`src/rtl/cursor_ctrl.sv`:
```
// cursor_ctrl: board cursor navigation, piece select, move request handshake and pixel overlay
module cursor_ctrl #(
    parameter int SQ_SIZE    = 60,
    parameter int BOARD_X0   = 80,
    parameter int BOARD_Y0   = 0,
    parameter int BORDER     = 3,
    parameter int REPEAT_DLY = 12500000,
    parameter int REPEAT_PER = 5000000
) (
    input  logic       clk,
    input  logic       reset,
    input  logic       game_active,
    input  logic       btn_up,
    input  logic       btn_down,
    input  logic       btn_left,
    input  logic       btn_right,
    input  logic       btn_sel,
    input  logic [9:0] pixel_row,
    input  logic [9:0] pixel_column,
    output logic [2:0] cursor,
    output logic       move_valid,
    output logic [5:0] move_from,
    output logic [5:0] move_to,
    input  logic       move_ready,
    output logic [5:0] cur_pos
);
    localparam int CW = $clog2(REPEAT_DLY > REPEAT_PER ? REPEAT_DLY : REPEAT_PER) + 1;

    typedef enum logic [1:0] {IDLE, SELECTED, REQ} state_t;
    state_t state, state_n;

    logic [4:0] btn, btn_q, press;
    logic [3:0] ev;
    logic [CW-1:0] cnt;
    logic rep, held, fire, nav;
    logic [2:0] row, col;
    logic [5:0] pos_n, from_n, to_n;
    logic [9:0] cx, cy, sx, sy;
    logic c_hit, s_hit;

    function automatic logic outline(input logic [9:0] x, y, xl, yl);
        logic [9:0] xh, yh;
        xh = xl + 10'(SQ_SIZE - 1);
        yh = yl + 10'(SQ_SIZE - 1);
        outline = x >= xl && x <= xh && y >= yl && y <= yh &&
                  (x < xl + 10'(BORDER) || x > xh - 10'(BORDER) ||
                   y < yl + 10'(BORDER) || y > yh - 10'(BORDER));
    endfunction

    assign btn   = {btn_sel, btn_right, btn_left, btn_down, btn_up};
    assign press = btn & ~btn_q;
    assign held  = $onehot(btn[3:0]);
    assign fire  = held && !(|press[3:0]) &&
                   cnt == (rep ? CW'(REPEAT_PER - 1) : CW'(REPEAT_DLY - 1));
    assign ev    = press[3:0] | (fire ? btn[3:0] : 4'b0);
    assign row   = cur_pos[5:3];
    assign col   = cur_pos[2:0];
    // select wins over any direction step in the same cycle
    assign nav   = game_active && state != REQ && !press[4];
    assign pos_n = !nav  ? cur_pos :
                   ev[0] ? {row - 3'(row != 3'd0), col} :
                   ev[1] ? {row + 3'(row != 3'd7), col} :
                   ev[2] ? {row, col - 3'(col != 3'd0)} :
                   ev[3] ? {row, col + 3'(col != 3'd7)} : cur_pos;
    assign move_valid = state == REQ;
    assign c_hit = outline(pixel_column, pixel_row, cx, cy);
    assign s_hit = outline(pixel_column, pixel_row, sx, sy);

    always_comb begin
        state_n = state;
        from_n  = move_from;
        to_n    = move_to;
        if (!game_active) state_n = IDLE;
        else case (state)
            IDLE:     if (press[4]) begin
                          state_n = SELECTED;
                          from_n  = cur_pos;
                      end
            SELECTED: if (press[4]) begin
                          state_n = cur_pos == move_from ? IDLE : REQ;
                          to_n    = cur_pos == move_from ? move_to : cur_pos;
                      end
            REQ:      if (move_ready) state_n = IDLE;
            default:  state_n = IDLE;
        endcase
    end

    always_ff @(posedge clk) begin
        if (reset) begin
            state     <= IDLE;
            btn_q     <= '0;
            cnt       <= '0;
            rep       <= 1'b0;
            cur_pos   <= '0;
            move_from <= '0;
            move_to   <= '0;
            cx        <= 10'(BOARD_X0);
            cy        <= 10'(BOARD_Y0);
            sx        <= 10'(BOARD_X0);
            sy        <= 10'(BOARD_Y0);
            cursor    <= '0;
        end else begin
            state     <= state_n;
            btn_q     <= btn;
            cur_pos   <= pos_n;
            move_from <= from_n;
            move_to   <= to_n;
            if (!held || !game_active) begin
                cnt <= '0;
                rep <= 1'b0;
            end else if (|press[3:0]) begin
                cnt <= CW'(1);
                rep <= 1'b0;
            end else if (fire) begin
                cnt <= '0;
                rep <= 1'b1;
            end else begin
                cnt <= cnt + CW'(1);
            end
            // square bounds lag the position by one cycle, keeping multiplies off the pixel path
            cx <= 10'(BOARD_X0) + 10'(col) * 10'(SQ_SIZE);
            cy <= 10'(BOARD_Y0) + 10'(row) * 10'(SQ_SIZE);
            sx <= 10'(BOARD_X0) + 10'(move_from[2:0]) * 10'(SQ_SIZE);
            sy <= 10'(BOARD_Y0) + 10'(move_from[5:3]) * 10'(SQ_SIZE);
            cursor <= !game_active ? 3'd0 : c_hit ? 3'd1 :
                      (state != IDLE && s_hit) ? 3'd2 : 3'd0;
        end
    end
endmodule

```
`config.mk`:
```
export PLATFORM = sky130hd
export DESIGN_NAME = cursor_ctrl
export DESIGN_NICKNAME = d
export VERILOG_FILES = /design/src/rtl/cursor_ctrl.sv
export SDC_FILE = /design/constraint.sdc
export NUM_CORES = 1
export LEC_CHECK = 0
export CORE_ASPECT_RATIO = 1.2
export CORE_UTILIZATION = 64
export CTS_CLUSTER_SIZE = 20
export DETAILED_ROUTE_END_ITERATION = 8
export GPL_TIMING_DRIVEN = 0
export PLACE_DENSITY = 0.87
export SLEW_MARGIN = 10
export SYNTH_ARGS = -nofsm -noshare
export SYNTH_HDL_FRONTEND = slang
export SYNTH_SLANG_ARGS = --single-unit
```
`constraint.sdc`:
```
create_clock -name clk -period 8.4 [get_ports clk]
set_input_delay 1.68 -clock clk [delete_from_list [all_inputs] [get_ports clk]]
set_output_delay 1.68 -clock clk [all_outputs]
set_load 0.005 [all_outputs]
```
======== Word level (Yosys, flattened, before mapping) ========
Cells that the tools add are included.
word-level totals
  word-level logic and storage cells ...... 133
  output and inout bits ................... 22
  bits in registers ....................... 93
operators by class
  bitwise logic cells ..................... 7
  add/sub/neg operators ................... 22
  eq/ne operators ......................... 11
  order comparisons ....................... 16
  $mul .................................... 4
  mux-type cells .......................... 15
  reduce and logical (&&, ||, !) cells .... 41
operators with widths
  kind                                                 count
  adder 10 x 2 -> 10 bit (second input constant)       4
  adder 10 x 6 -> 10 bit (second input constant)       4
  >= comparator 10 bit                                 4
  > comparator 10 bit                                  4
  less-or-equal comparator 10 bit                      4
  less-than comparator 10 bit                          4
  subtractor 10 x 2 -> 10 bit (second input constant)  4
  multiplier 3 x 4 -> 7 bit (second input constant)    4
  adder 25 x 1 -> 25 bit (second input constant)       1
  == test 25 x 24 -> 1 bit                             1
  two-way mux 24 bit                                   1
  adder 7 x 9 -> 10 bit (first input constant)         2
  logical AND 1 bit                                    13
  two-way mux 6 bit                                    2
  two-way mux 2 bit                                    5
  AND reduction 4 bit                                  2
  logical OR 1 bit                                     7
  OR reduction 7 bit                                   1
  adder 3 x 1 -> 3 bit                                 2
  == test 6 bit                                        1
  two-way mux 3 bit                                    2
  != test 2 bit (second input constant)                3
  != test 3 bit (second input constant)                2
  one-hot mux 2 bit (3 select lines)                   1
  other kinds (23)                                     38

======== Depth between registers and ports, before layout ========
  word-level depth ........................ 12
  mapped depth ............................ 21

======== Worst setup path before layout ========
Ideal clock, no wire load.
  path type ............................... input to register
  from .................................... in btn_up
  to ...................................... reg cur_pos[2]
  library setup time ...................... 121 ps
  stages on the path ...................... 21
  setup slack ............................. 2220 ps
  buffers on the path ..................... 1
  data arrival time ....................... 6059 ps
  data required time ...................... 8279 ps
  path through ............................ inv_1 fa_1 inv_1 ha_1 ha_1 or3b_2 a2111oi_2 nand4_2 or2_1 buf_6 a21boi_0 nand2_1 o22a_1 ha_1 fa_1 nor2b_1 a21oi_1 o21ai_0 a211oi_2 nand3_2 mux2_4
between the ends
  cells in the longest elaborated chain, start to end .. 9
RTL lines
  what                                                                              RTL line  RTL
  start: declaration                                                                13        input logic btn_up,
  adder 1 x 1 -> 2 bit (implied by the code) or AND 5 bit (tied branches)           52, 51
  adder 2 x 2 -> 3 bit (implied by the code) or OR reduction 4 bit (tied branches)  52, 53
  == test 3 x 1 -> 1 bit or zero test 1 bit (tied branches)                         52, 53
  logical AND 1 bit (2 in a row)                                                    53        assign fire = held && !(|press[3:0]) &&
  two-way mux 4 bit                                                                 55        assign ev = press[3:0] | (fire ? btn[3:0] : 4'b0);
  OR 4 bit *                                                                        55
  nonzero test 2 bit (no line) or inverter 1 bit (tied branches)                    -
  AND reduction 4 bit (no line)                                                     -
  end signal: assignment                                                            105       cur_pos <= pos_n;
  end: declaration                                                                  25        output logic [5:0] cur_pos
Mark *: on every way between the ends. The rest lies on a longest branch, timed or not.
A chain may end at the register's enable or synchronous reset.

======== Worst setup path after layout ========
  from .................................... in btn_down
  to ...................................... reg cur_pos[2]
between the ends
  cells in the longest elaborated chain, start to end .. 9
RTL lines
  what                                                                              RTL line  RTL
  start: declaration                                                                14        input logic btn_down,
  adder 1 x 1 -> 2 bit (implied by the code) or AND 5 bit (tied branches)           52, 51
  adder 2 x 2 -> 3 bit (implied by the code) or OR reduction 4 bit (tied branches)  52, 53
  == test 3 x 1 -> 1 bit or zero test 1 bit (tied branches)                         52, 53
  logical AND 1 bit (2 in a row)                                                    53
  two-way mux 4 bit                                                                 55
  OR 4 bit *                                                                        55
  nonzero test 2 bit (no line) or inverter 1 bit (tied branches)                    -
  AND reduction 4 bit (no line)                                                     -
Marked as above.

==> key figures <==
Yosys
  – Number of synthesized flops with an enable pin: 0
  – Synth cell count leaders: ha_1 (103), dfxtp_1 (83), nor2_1 (80)
  – Area contributors post-synth: dfxtp_1 (26%), ha_1 (20%), nor2_1 (4.8%)
  – Predominant post-synthesis flop cell: dfxtp_1
  – Netlist cell types: 70
  – Sequential-to-total area share from yosys stat: 26.4%
  – Syn Inst Count: roughly 700
  – Synth async-reset ratio: 0%
  – Top-count cell post-synth: ha_1
  – Syn nets: 863
  – Flops & latches, synth: 83
  – Mapped Area: 0.00629 mm²
  – Yosys warns: 0
  – Synth area leader: dfxtp_1
  – Avg Cell Area, Syn: between 8 and 9 µm²
  – Top-area cell type share of the netlist area: a little over a quarter

Clocking
  – # clock sinks: 83
  – CTS Hold Bufs: 0
  – Clock transition at path regs: roughly 0.06 ns
  – Clock Latency Late Sink: roughly 0.35 ns
  – Resized cells post-CTS: 0
  – TritonCTS buffer count: 9
  – Postcts setup bufs: 0
  – H-tree depth: 3
  – CTS tree: done
  – Root Buffer Master: clkbuf_16
  – CTS max path bufs: 2

Die
  – Die height: about 110 µm
  – Row cnt: 39
  – I/O pin cnt: between 50 and 60
  – Starting Density: around two thirds
  – Die width: 92.5 µm
  – Core ar.: around 0.0095 mm²
  – Die Area: around 0.010 mm²

STA
  – Final worst path period need: between 6 and 7 ns
  – Final hold vios: 0
  – Worst Tran Pin Value: approximately 0.64 ns
  – Relative slew margins: a little under three fifths
  – Max Clk Rate: roughly 140 MHz
  – RSZ-0062 raised after global routing: no
  – Final setup fails: 0
  – Crit share post-route: 83.3%
  – Setup tns final: 0 ns
  – Final count of pins violating max slew: 0
  – Setup Skew: 0.00898 ns

Setup path
  – CP peak stage delay: about 0.57 ns
  – WP buf/inv: 4
  – Critical-path top delay cell: clkdlybuf4s50_1
  – CP Data Arrival Time: 7.23 ns
  – WP data required: around 8.6 ns
  – Cell Chain, Critical Path: clkdlybuf4s50_1 -> inv_1 -> fa_1 -> inv_1 -> ha_1 -> ha_1 -> or3b_2 -> a2111oi_2 -> nand4_2 -> or2_1 -> buf_6 -> a21boi_0 -> nand2_1 -> o22a_1 -> ha_1 -> fa_1 -> nor2b_1 -> a21oi_1 -> o21ai_0 -> a211oi_2 -> nand3_2 -> mux2_4
  – Crit path kind: input pin to flop
  – Max Fanout on Critical Path: 8
  – Crit end category: flop
  – CP top delay family: adder cells
  – Critical Path Source Type: input pin
  – Critical Path Most Common Cell: ha_1

Detailed routing
  – Drt pass-1 iters: 5
  – Via/cell ratio: 5.99
  – DRC Markers: 0
  – DR iter-0 viols: between 200 and 300
  – DR WL/cell: around 16 µm
  – Via Count: about 5,400
  – Routed wire length: ~15 mm
  – Post-DRT Antenna Nets: 0

Global route
  – Most used routing layer in global routing: met2
  – Met3 Usage GRT: under 10%
  – All-layer global routing usage: 29.8%
  – Met1 Usage GRT: roughly a third
  – Number of global-route vias before repair: about 5,600
  – Global-route wire length before repair: roughly 25 mm
  – Met2 GRT Util: around 55%
  – Largest net degree at the start of global routing: 16
  – Initial antenna violation count: 0
  – Total gr overflow: 0

Power and ir drop
  – Tot Pwr: 0.000996 W
  – Sw Share: ~28%
  – Pint: roughly 0.00072 W
  – Leakage: roughly 3.2 nW
  – Psw: between 0.0002 and 0.0003 W
  – Sequential power share: between 40% and 50%
  – Clock power frac: between 30% and 40%
  – Largest vdd supply drop: between 100 and 150 µV
  – Logic gate share of total power: 18.9%
  – Power Dens Cells: about 140 mW/mm²

Hold path
  – Worst hold path type: flop to flop

Final layout
  – Nets@finish: slightly above 900
  – Ant diodes: 0
  – Area growth syn-to-layout: 15.0%
  – Fillers: between 600 and 700
  – Multi-input gate area: 0.00431 mm²
  – Flip-flop and latch area: between 0.0015 and 0.002 mm²
  – Fraction of layout cells with a size suffix above 1: under 10%

Status
  – Status: completed

Place
  – Detailed Place HPWL: ~12 mm
  – Port Buffers: a little under 50
  – Routability Congestion: ~0.94

Run
  – Max Cap Viol: 0
==> worst paths after layout <==
kind              startpoint         end  slack, ns  depth (start not counted)
setup / recovery    btn_down  cur_pos[2]       1.40                         22
hold / removal    move_to[1]  move_to[1]       0.49                          2
setup reg to reg         rep  cur_pos[2]       4.07                         16
hold reg to reg   move_to[1]  move_to[1]       0.49                          2
==> cell families after synthesis <==
family                   count (synthesis)  share of synthesized area (%)
other                                    1                         0.0596
XOR/XNOR                                59                           8.21
buffers and inverters                   82                           5.11
AO/OA/AOI/OAI                          134                           14.8
flip-flops                              83                           26.4
AND/OR/NAND/NOR                        231                           18.8
adder cells (fa/ha/maj)                117                           24.9
multiplexers                            10                           1.69
==> flip-flops by register name, summed over array words and instances (netlist names), 5 cells and up <==
| register | flops |
|---|---|
| cnt | 25 |
| sx | 8 |
| move_from | 6 |
| sy | 7 |
| btn_q | 5 |
| cy | 7 |
| move_to | 6 |
| cx | 8 |
| cur_pos | 6 |
==> routing by layer <==
layer  routed length (µm)  up-vias
met2                 7560      214
met1                 5760     2553
met4                  559        0
li1                     -     2599
met5                    0        -
met3                  745       53
==> power groups by stage <==
| stage | logic (W) | clock network (W) | registers (W) |
|---|---|---|---|
| 2_1_floorplan | 0.000122 | 0 | 0.000419 |
| 3_3_place_gp | 0.000171 | 0 | 0.000422 |
| 3_5_place_dp | 0.000184 | 0 | 0.000422 |
| 4_1_cts | 0.000186 | 0.000396 | 0.000414 |
| 5_1_grt | 0.000208 | 0.000410 | 0.000415 |
| 6_report | 0.000188 | 0.000394 | 0.000414 |
==> worst min-delay path: stages (launching register included) <==
cell     delay (ns)
dfxtp_1        0.32
mux2i_1        0.07
nor2_1         0.07
==> cell usage in the layout, fill, tap and decap left out, types with 3 or more instances in the layout <==
master / instances
clkbuf_16: 9
a211oi_1: 3
a31oi_1: 3
clkdlybuf4s50_1: 49
o21ai_0: 20
a21o_1: 32
nor2b_1: 19
a21oi_1: 41
or3_1: 5
mux2i_1: 8
nor3_1: 12
and3_1: 5
xnor2_1: 32
nand2_1: 37
and3b_1: 3
clkbuf_1: 9
fa_1: 14
nand3_1: 13
o21a_1: 3
ha_1: 103
nor2_1: 80
nor4b_1: 4
inv_1: 68
a221oi_1: 6
dfxtp_1: 83
nand2b_1: 14
and4_1: 3
xor2_1: 27
nand4_1: 17
==> cell type report <==
cell class	count	share of cell area (%)
plain buffers	14	0.916
clock buffers	9	3.11
clock inverters	7	1.02
inverters	68	3.53
multi-input cells	552	59.6
flip-flops and latches	83	23.0
well taps	123	2.13
repair buffers	49	6.78
==> stage by stage <==
stage,instances,area (µm²),hold WS [ns],setup slack (ns),utilization (%)
floorplan,717,6290,0.462,2.22,-
global placement,889,6940,0.474,1.32,72.9
finish,905,7240,0.494,1.40,76.0
global route,905,7240,0.539,1.16,76.0
detailed placement,889,6940,0.486,1.16,72.9
CTS,905,7240,0.502,1.45,76.0
(Power assumes the default switching activity.)
